$ cat config.mk
export PLATFORM = sky130hd
export DESIGN_NAME = lane_serial_adder
export DESIGN_NICKNAME = d
export VERILOG_FILES = /design/src/rtl/lane_adder_pkg.sv /design/src/rtl/lane_add_cell.sv /design/src/rtl/lane_serial_adder.sv
export SDC_FILE = /design/constraint.sdc
export NUM_CORES = 1
export LEC_CHECK = 0
export ABC_AREA = 0
export CORE_ASPECT_RATIO = 0.6
export CORE_UTILIZATION = 45
export DETAILED_ROUTE_END_ITERATION = 8
export PLACE_DENSITY = 0.78
export SYNTH_ARGS = -nofsm -noshare
export SYNTH_HDL_FRONTEND = slang
export SYNTH_SLANG_ARGS = --single-unit
$ cat constraint.sdc
create_clock -name clk -period 2.8 [get_ports clk]
set_input_delay 0.56 -clock clk [delete_from_list [all_inputs] [get_ports clk]]
set_output_delay 0.56 -clock clk [all_outputs]
set_load 0.05 [all_outputs]
$ cat src/rtl/lane_adder_pkg.sv
// Shared types and defaults for the lane serial adder.
package lane_adder_pkg;

   typedef enum logic [0:0] {
      IDLE = 1'b0,
      RUN  = 1'b1
   } lsa_state_e;

   localparam int LSA_WIDTH  = 8;
   localparam int LSA_LANE_W = 4;

   // Lane index width; never below one bit even for tiny lane counts.
   function automatic int lane_idx_w(input int nlanes);
      return (nlanes <= 2) ? 1 : $clog2(nlanes);
   endfunction

endpackage

$ cat src/rtl/lane_add_cell.sv
// Combinational LANE_W-bit lane adder with carry-out in the MSB.
// Optional saturation of independent-lane sums under `LANE_SAT_EN.
module lane_add_cell #(
   parameter int LANE_W = 4
) (
   input  logic [LANE_W-1:0] x_i,
   input  logic [LANE_W-1:0] y_i,
   input  logic              cin_i,
`ifdef LANE_SAT_EN
   input  logic              sat_i,
`endif
   output logic [LANE_W:0]   sum_o
);

   logic [LANE_W:0] raw;

   assign raw = {1'b0, x_i} + {1'b0, y_i} + {{LANE_W{1'b0}}, cin_i};

`ifdef LANE_SAT_EN
   // Clamp an overflowing independent lane to all-ones, keeping the overflow flag.
   always_comb begin
      sum_o = raw;
      if (sat_i && raw[LANE_W]) sum_o = {1'b1, {LANE_W{1'b1}}};
   end
`else
   assign sum_o = raw;
`endif

endmodule

$ cat src/rtl/lane_serial_adder.sv
// Lane serial adder: accepts two WIDTH-bit operands, emits one LANE_W-bit
// lane sum per output handshake (LSB lane first), independent or chained.
// Optional build macro: LANE_SAT_EN (saturate independent-lane overflow).
module lane_serial_adder
   import lane_adder_pkg::*;
#(
   parameter int WIDTH  = LSA_WIDTH,
   parameter int LANE_W = LSA_LANE_W,
   parameter int NLANES = WIDTH / LANE_W,
   parameter int IDX_W  = lane_idx_w(NLANES)
) (
   input  logic              clk,
   input  logic              rst_n,
   input  logic              in_valid,
   output logic              in_ready,
   input  logic [WIDTH-1:0]  a,
   input  logic [WIDTH-1:0]  b,
   input  logic              ctrl,
   output logic              out_valid,
   input  logic              out_ready,
   output logic [IDX_W-1:0]  out_lane,
   output logic [LANE_W:0]   out_sum,
   output logic              out_last,
   output logic [WIDTH:0]    sum_full
);

   lsa_state_e        state_q, state_d;
   // Operand copies are shifted right one lane per step so the next lane
   // always sits in the low LANE_W bits.
   logic [WIDTH-1:0]  a_q, a_d, b_q, b_d;
   logic              ctrl_q, ctrl_d;
   logic              carry_q, carry_d;
   logic [IDX_W-1:0]  lane_q, lane_d;
   logic [LANE_W:0]   sum_q, sum_d;
   logic              last_q, last_d;
   logic [WIDTH:0]    full_q, full_d;
   logic              vld_q, vld_d;

   logic              idle, accept, advance, finish;
   logic [LANE_W-1:0] cell_x, cell_y;
   logic              cell_cin, cell_chain;
   logic [LANE_W:0]   cell_sum;
   logic [IDX_W-1:0]  nxt_idx;
   logic [WIDTH:0]    full_base;

   assign idle    = (state_q == IDLE);
   assign accept  = idle && in_valid;
   assign advance = !idle && out_ready && !last_q;
   assign finish  = !idle && out_ready && last_q;

   // Lane 0 is computed straight from the inputs on accept; later lanes use
   // the latched, shifted copies and the previous lane's carry.
   assign cell_x     = idle ? a[LANE_W-1:0] : a_q[LANE_W-1:0];
   assign cell_y     = idle ? b[LANE_W-1:0] : b_q[LANE_W-1:0];
   assign cell_chain = idle ? ctrl : ctrl_q;
   assign cell_cin   = idle ? 1'b0 : (ctrl_q & carry_q);
   assign nxt_idx    = idle ? '0 : IDX_W'(lane_q + 1'b1);
   assign full_base  = idle ? '0 : full_q;

   lane_add_cell #(.LANE_W(LANE_W)) u_cell (
      .x_i   (cell_x),
      .y_i   (cell_y),
      .cin_i (cell_cin),
`ifdef LANE_SAT_EN
      .sat_i (!cell_chain),
`endif
      .sum_o (cell_sum)
   );

   // Next-state: load a lane on accept or advance, drop back to IDLE after the last lane.
   always_comb begin
      state_d = state_q;
      a_d     = a_q;
      b_d     = b_q;
      ctrl_d  = ctrl_q;
      carry_d = carry_q;
      lane_d  = lane_q;
      sum_d   = sum_q;
      last_d  = last_q;
      full_d  = full_q;
      vld_d   = vld_q;
      if (accept || advance) begin
         if (accept) begin
            a_d    = a >> LANE_W;
            b_d    = b >> LANE_W;
            ctrl_d = ctrl;
         end else begin
            a_d = a_q >> LANE_W;
            b_d = b_q >> LANE_W;
         end
         carry_d = cell_sum[LANE_W];
         lane_d  = nxt_idx;
         sum_d   = cell_sum;
         last_d  = (nxt_idx == IDX_W'(NLANES - 1));
         full_d  = full_base;
         for (int k = 0; k < NLANES; k++) begin
            if (nxt_idx == IDX_W'(k)) full_d[k*LANE_W +: LANE_W] = cell_sum[LANE_W-1:0];
         end
         full_d[WIDTH] = cell_sum[LANE_W];
         vld_d   = 1'b1;
         state_d = RUN;
      end else if (finish) begin
         vld_d   = 1'b0;
         state_d = IDLE;
      end
   end

   // State and output registers; reset aborts any burst in flight.
   always_ff @(posedge clk or negedge rst_n) begin
      if (!rst_n) begin
         state_q <= IDLE;
         a_q     <= '0;
         b_q     <= '0;
         ctrl_q  <= 1'b0;
         carry_q <= 1'b0;
         lane_q  <= '0;
         sum_q   <= '0;
         last_q  <= 1'b0;
         full_q  <= '0;
         vld_q   <= 1'b0;
      end else begin
         state_q <= state_d;
         a_q     <= a_d;
         b_q     <= b_d;
         ctrl_q  <= ctrl_d;
         carry_q <= carry_d;
         lane_q  <= lane_d;
         sum_q   <= sum_d;
         last_q  <= last_d;
         full_q  <= full_d;
         vld_q   <= vld_d;
      end
   end

   assign in_ready  = idle;
   assign out_valid = vld_q;
   assign out_lane  = lane_q;
   assign out_sum   = sum_q;
   assign out_last  = last_q;
   assign sum_full  = full_q;

endmodule
==> reports/results.tsv, run 1 <==
stage	metric	value	unit
logic_synthesis	Post-synth EDFFs	0	
hold_path	Hold Path Sink	sum_full[0]	
place	port bufs	38	
detailed_routing	drt first pass iters	4	
layout	share of layout cells above drive strength 1	0.105	
clock_tree	Worst-Skew Late Latency	0.27	ns
global_route	Tot GR Track Use	0.186	
layout	antenna cell count	0	
critical_path	WS Path Type	reg -> out	
critical_path	Setup crit start kind	flip-flop	
sta	Hold Slack	0.486	ns
critical_path	Reg2Reg Capture Point	sum_full[7]	
critical_path	Buf+Inv Stages, Crit Path	1	
floorplan	Starting Density	0.482	
detailed_routing	Routed wire per std cell	14.1	um
layout	multi-input combinational cell area	520	um2
sta	setup violators final	0	
sta	crit path time final	2.35	ns
critical_path	largest fanout on the critical path	11	
detailed_routing	Post-Route WL	2470	um
place	RePlAce Congestion	0.816	
sta	max-slew violation count	0	
layout	P&R area growth vs syn	34.9	%
critical_path	CP top delay family	buffers and inverters	
sta	Tcrit/Tclk final	0.838	
logic_synthesis	#FFs+latches synth	24	
global_route	largest net degree at the start of global routing	25	
pwr	maximum vdd drop	0.964	mV
detailed_routing	post-route ant nets	0	
layout	final net count	170	
logic_synthesis	Net Count, Synth	135	
logic_synthesis	syn_area_per_cell	11.2	um2
critical_path	Crit. End Element	output pin	
critical_path	worst reg2reg path depth	7	
layout	final-layout fill cell count	197	
critical_path	slowest stage delay, CP	0.90	ns
clock_tree	post-CTS setup repair buffer count	0	
logic_synthesis	synth warn	0	
run_status	status	finished, final reports clean	
floorplan	Core Area	2540	um2
sta	pin slew with the least headroom to its limit	0.700	ns
sta	Setup Skew	0.00528	ns
clock_tree	CTS H-tree lvls	1	
global_route	antenna violations before repair	0	
floorplan	Die Wd	69.3	um
global_route	first-pass GRT wire length	4110	um
critical_path	critical-path cell list	clkdlybuf4s50_1	
detailed_routing	Iter 0 DRT Violations	61	
sta	Max Freq	426	MHz
pwr	Leakage	0.749	nW
logic_synthesis	Netlist cell types	29	
critical_path	reg2reg start	out_valid	
clock_tree	CTS tree	done	
clock_tree	# hold bufs at CTS	0	
floorplan	top-level port count	39	
logic_synthesis	post-synthesis sequential area ratio	0.491	
sta	final number of hold-violating endpoints	0	
clock_tree	cts bufs inserted	3	
logic_synthesis	async set or reset register ratio after synthesis	1.00	
floorplan	row count	14	
pwr	PD cells	1430	nW/um2
clock_tree	CTS sink count	24	
detailed_routing	DRC	0	
logic_synthesis	Post-Syn Area	1220	um2
critical_path	critical path arrival	1.79	ns
detailed_routing	Vias	892	
sta	RSZ-0062 raised after global routing	no	
place	HPWL reported at the end of detailed placement	1820	um
sta	setup_tns	0	ns
critical_path	critical path data required time	2.24	ns
logic_synthesis	prevailing post-synth register cell	dfrtp_1	
clock_tree	Clock Tree Buf Depth	2	
hold_path	beginning of the worst hold path	sum_full[0]	
logic_synthesis	Mapped Cells	109	
floorplan	DIE HEIGHT	42.4	um
global_route	gr ovfl total	0	
layout	most frequent cells in the layout	clkdlybuf4s50_1, dfrtp_1, nand2_1	
hold_path	worst min path class	reg -> reg	
critical_path	Slowest cell on crit path	clkdlybuf4s50_1	
layout	Reg area	601	um2
detailed_routing	vias per std cell	5.10	
critical_path	Worst R2R Setup Slack	0.51	ns
clock_tree	clk slew on worst S/H paths	0.09	ns
clock_tree	PostCTS Resize Cnt	0	
sta	Max-slew headroom	0.533	
global_route	vias in the first global route	872	
clock_tree	cell chosen for the clock root	clkbuf_8	
hold_path	WHS Path Cells	2	
flow_run	Max-Cap Viols	0	
floorplan	Die Footprint	2940	um2
layout	most common cell after layout, fill and taps aside	clkdlybuf4s50_1	
routing by layer:
layer	global-route usage	vias up	wire length, um
li1	-	437	-
met1	0.259	422	1250
met2	0.295	31	1090
met3	0.0601	2	116
met4	0.0245	0	7
met5	0	-	0
state kept, by name, indices dropped and copies added (netlist names):
signal and count:
sum_full 8, ctrl_q 1, out_last 1, out_sum 4, out_valid 1, b_q 4
a_q 4, carry_q 1
Yosys cell counts (2+ instances only):
cell type,count,share of area
buf_4,3,0.018
a21oi_1,2,0.0082
o31ai_1,2,0.012
o21ai_0,8,0.033
nand3_1,2,0.0082
ha_1,3,0.031
inv_1,6,0.018
dfrtp_1,24,0.49
nand2_1,13,0.040
mux2i_1,4,0.033
buf_6,4,0.037
a22o_1,9,0.064
o21ai_1,5,0.020
mux2_2,4,0.037
fa_1,2,0.033
nor2_1,3,0.0092
nor2b_1,2,0.010
clkbuf_1,2,0.0061
worst max path at each step:
stage | start | end | slack, ns | cells past startpoint
after CTS | out_valid | out_valid | 0.44 | 1
after floorplan | out_valid | sum_full[5] | 0.26 | 7
after global routing | out_valid | sum_full[7] | 0.35 | 8
final | out_valid | out_valid | 0.45 | 1
after detailed placement | a[0] | sum_full[5] | 0.21 | 6
after global placement | a[0] | sum_full[5] | 0.25 | 6
final cells by class:
cell class / count / area share
sequential: 24 / 0.364
inverter: 6 / 0.0136
tap: 32 / 0.0243
clock inverter: 1 / 0.0182
clock buffer: 3 / 0.0250
timing repair buffer: 40 / 0.240
multi-input combinational: 69 / 0.315
report_power, final:
part	leakage (nW)	internal [mW]	total [mW]	switching, mW
combinational	0.412	0.549	1.43	0.877
sequential	0.301	0.509	0.637	0.128
clock	0.0357	0.191	0.303	0.112
metrics by stage:
| stage | power, mW | cell area, um2 | setup WS (ns) | std cells | utilization |
|---|---|---|---|---|---|
| after global placement | 2.04 | 1580 | 0.248 | 171 | 0.622 |
| after floorplan | 1.73 | 1220 | 0.263 | 109 | - |
| final | 2.37 | 1650 | 0.455 | 175 | 0.650 |
| after global routing | 2.51 | 1650 | 0.354 | 175 | 0.650 |
| after CTS | 2.38 | 1650 | 0.440 | 175 | 0.650 |
| after detailed placement | 2.07 | 1580 | 0.207 | 171 | 0.622 |
cells by family after synthesis:
logic type | share of synthesized area
compound gates | 0.162
xor+xnor | 0.0143
fa+ha+maj | 0.0634
buf+inv | 0.0838
flops | 0.491
mux | 0.0695
simple gates | 0.117
(Power assumes the default switching activity.)
==> run 2, diff against run 1 <==
--- a/config.mk
+++ b/config.mk
@@ -7,9 +7,9 @@
 export LEC_CHECK = 0
 export ABC_AREA = 0
 export CORE_ASPECT_RATIO = 0.6
-export CORE_UTILIZATION = 45
+export CORE_UTILIZATION = 41
 export DETAILED_ROUTE_END_ITERATION = 8
-export PLACE_DENSITY = 0.78
+export PLACE_DENSITY = 0.75
 export SYNTH_ARGS = -nofsm -noshare
 export SYNTH_HDL_FRONTEND = slang
 export SYNTH_SLANG_ARGS = --single-unit
==> constraint.sdc (replaced) <==
create_clock -name clk -period 1.9 [get_ports clk]
set_input_delay 0.38 -clock clk [delete_from_list [all_inputs] [get_ports clk]]
set_output_delay 0.38 -clock clk [all_outputs]
set_load 0.05 [all_outputs]
==> run 2 against run 1 <==
The run now ends with setup timing left; hold slack worse by 0.018 ns; first-iteration DRC count up 25%; non-clock buffer count up 10; cell count up 10%; register-to-register slack worse by 0.62 ns; clock skew down 0.0024 ns; count of clock-buffer cells in the layout unchanged; utilization up 5.1 points; sequential cell count unchanged; routed wire length up 16%; critical endpoint is now sum_full[5]; largest cell class is now multi-input gates; highest routed layer unchanged.
==> reports/results.tsv, run 2 (synthesis results as in run 1) <==
stage	metric	value	unit	change
floorplan	Starting Density	0.460		was 0.482
detailed_routing	Iter 0 DRT Violations	76		was 61
layout	utilization after layout	0.701		was 0.650
place	port bufs	38		unchanged
floorplan	Die Footprint	3210	um2	was 2940 um2
layout	post-layout instance count excluding filler cells	193		was 175
clock_tree	cts bufs inserted	3		unchanged
floorplan	Core Area	2660	um2	was 2540 um2
critical_path	Crit. End Element	flip-flop		was output pin
flow_run	Max-Cap Viols	0		unchanged
clock_tree	Worst-Skew Late Latency	0.27	ns	about the same
layout	final-layout fill cell count	198		was 197
place	Placed Cells	187		was 171
clock_tree	CTS tree	done		unchanged
sta	pin slew with the least headroom to its limit	0.503	ns	was 0.700 ns
sta	Final WS setup	-0.111	ns	was 0.455 ns
floorplan	DIE HEIGHT	44.3	um	was 42.4 um
place	HPWL reported at the end of detailed placement	2020	um	was 1820 um
place	RePlAce Congestion	0.860		was 0.816
sta	Max Freq	497	MHz	
run_status	failing checks	setup timing		
clock_tree	Clock Tree Buf Depth	2		unchanged
clock_tree	cell chosen for the clock root	clkbuf_8		unchanged
critical_path	Setup crit start kind	flip-flop		unchanged
clock_tree	clk slew on worst S/H paths	0.09	ns	about the same
run_status	status	finished, violations left		was finished, final reports clean
critical_path	largest fanout on the critical path	5		was 11
sta	Setup Skew	0.00288	ns	was 0.00528 ns
clock_tree	# hold bufs at CTS	0		unchanged
sta	max-slew violation count	0		unchanged
global_route	gr ovfl total	0		unchanged
sta	Max-slew headroom	0.664		was 0.533
floorplan	row count	14		unchanged
layout	share of layout cells above drive strength 1	0.327		was 0.105
detailed_routing	Post-Route WL	2860	um	was 2470 um
detailed_routing	Routed wire per std cell	14.8	um	was 14.1 um
layout	final net count	180		was 170
sta	final number of hold-violating endpoints	0		unchanged
layout	antenna cell count	0		unchanged
clock_tree	CTS H-tree lvls	1		unchanged
layout	most common cell after layout, fill and taps aside	clkdlybuf4s50_1		unchanged
layout	P&R area growth vs syn	52.6	%	was 34.9%
detailed_routing	DRC	0		unchanged
critical_path	WS Path Type	reg -> reg		was reg -> out
sta	Tcrit/Tclk final	1.06		
clock_tree	CTS sink count	24		unchanged
global_route	largest net degree at the start of global routing	25		unchanged
layout	max reg flops	8		unchanged
sta	RSZ-0062 raised after global routing	yes		was no
critical_path	critical path arrival	2.17	ns	was 1.79 ns
global_route	first-pass GRT wire length	4640	um	was 4110 um
detailed_routing	Vias	962		was 892
sta	crit path time final	2.01	ns	
detailed_routing	vias per std cell	4.98		was 5.10
layout	most frequent cells in the layout	clkdlybuf4s50_1, dfrtp_1, buf_4		was clkdlybuf4s50_1, dfrtp_1, nand2_1
hold_path	worst min path class	in -> async		was reg -> reg
floorplan	top-level port count	39		unchanged
sta	Hold Slack	0.468	ns	was 0.486 ns
critical_path	critical path data required time	2.06	ns	was 2.24 ns
global_route	Tot GR Track Use	0.199		was 0.186
global_route	vias in the first global route	953		was 872
global_route	antenna violations before repair	0		unchanged
detailed_routing	drt first pass iters	4		unchanged
detailed_routing	post-route ant nets	0		unchanged
sta	setup violators final	5		was 0
floorplan	Die Wd	72.5	um	was 69.3 um
[run 2: cell types whose count changed in the layout (fill, tap and decap cells not counted), moves of 3 or more]
| cell | change |
|---|---|
| mux2i_1 | -3 |
| clkdlybuf4s50_1 | -8 |
| buf_4 | +13 |
| buf_12 | +3 |
| o21ai_0 | -3 |
[run 2: layer usage]
layer,track usage,share of wire
met1,0.252,0.44
met2,0.327,0.49
met3,0.0729,0.061
met4,0.0549,0.011
met5,0,0
[run 2: critical path, cell delays in order, from the launching register on]
cell and delay (ns):
dfrtp_2 0.49, mux2i_2 0.19, fa_2 0.38, fa_2 0.56
o31ai_1 0.07, a22o_1 0.22
[run 2: metrics by stage]
stage                     setup TNS [ns]  area (um2)  setup slack (ns)
after detailed placement           -2.89        1680            -0.382
after floorplan                    -2.09        1240            -0.367
after CTS                         -0.386        1810            -0.111
after global routing              -0.801        1870            -0.176
final                             -0.358        1870            -0.111
after global placement             -2.56        1680            -0.335
[run 2: path summary, 6_finish.rpt]
path,slack [ns],cells past startpoint,startpoint,end
max in group asynchronous,1.18,2,rst_n,out_valid
min in group clk,0.49,2,out_sum[1],out_sum[1]
min,0.47,2,rst_n,out_sum[1]
min reg2reg,0.49,2,out_sum[1],out_sum[1]
max,-0.11,5,out_valid,sum_full[5]
max reg2reg,-0.11,5,out_valid,sum_full[5]
[run 2: area by class of cell]
type | count | area, um2 | area share
Tap cell | 40 | 50.0 | 0.0268
Sequential cell | 24 | 602 | 0.322
Multi-Input combinational cell | 69 | 624 | 0.334
Inverter | 6 | 22.5 | 0.0121
Clock inverter | 1 | 30.0 | 0.0161
Clock buffer | 3 | 41.3 | 0.0221
Timing Repair Buffer | 50 | 497 | 0.266
[run 2: what timing repair did]
action,4_1_cts,5_1_grt
setup endpoints to repair,9,10
buffers inserted,2,1
pin swaps,1,4
resized for setup,9,15
Power of run 2 is left out: the tool's default activity adds up to more than one toggle a clock period on the data nets, which glitch-free logic cannot reach.
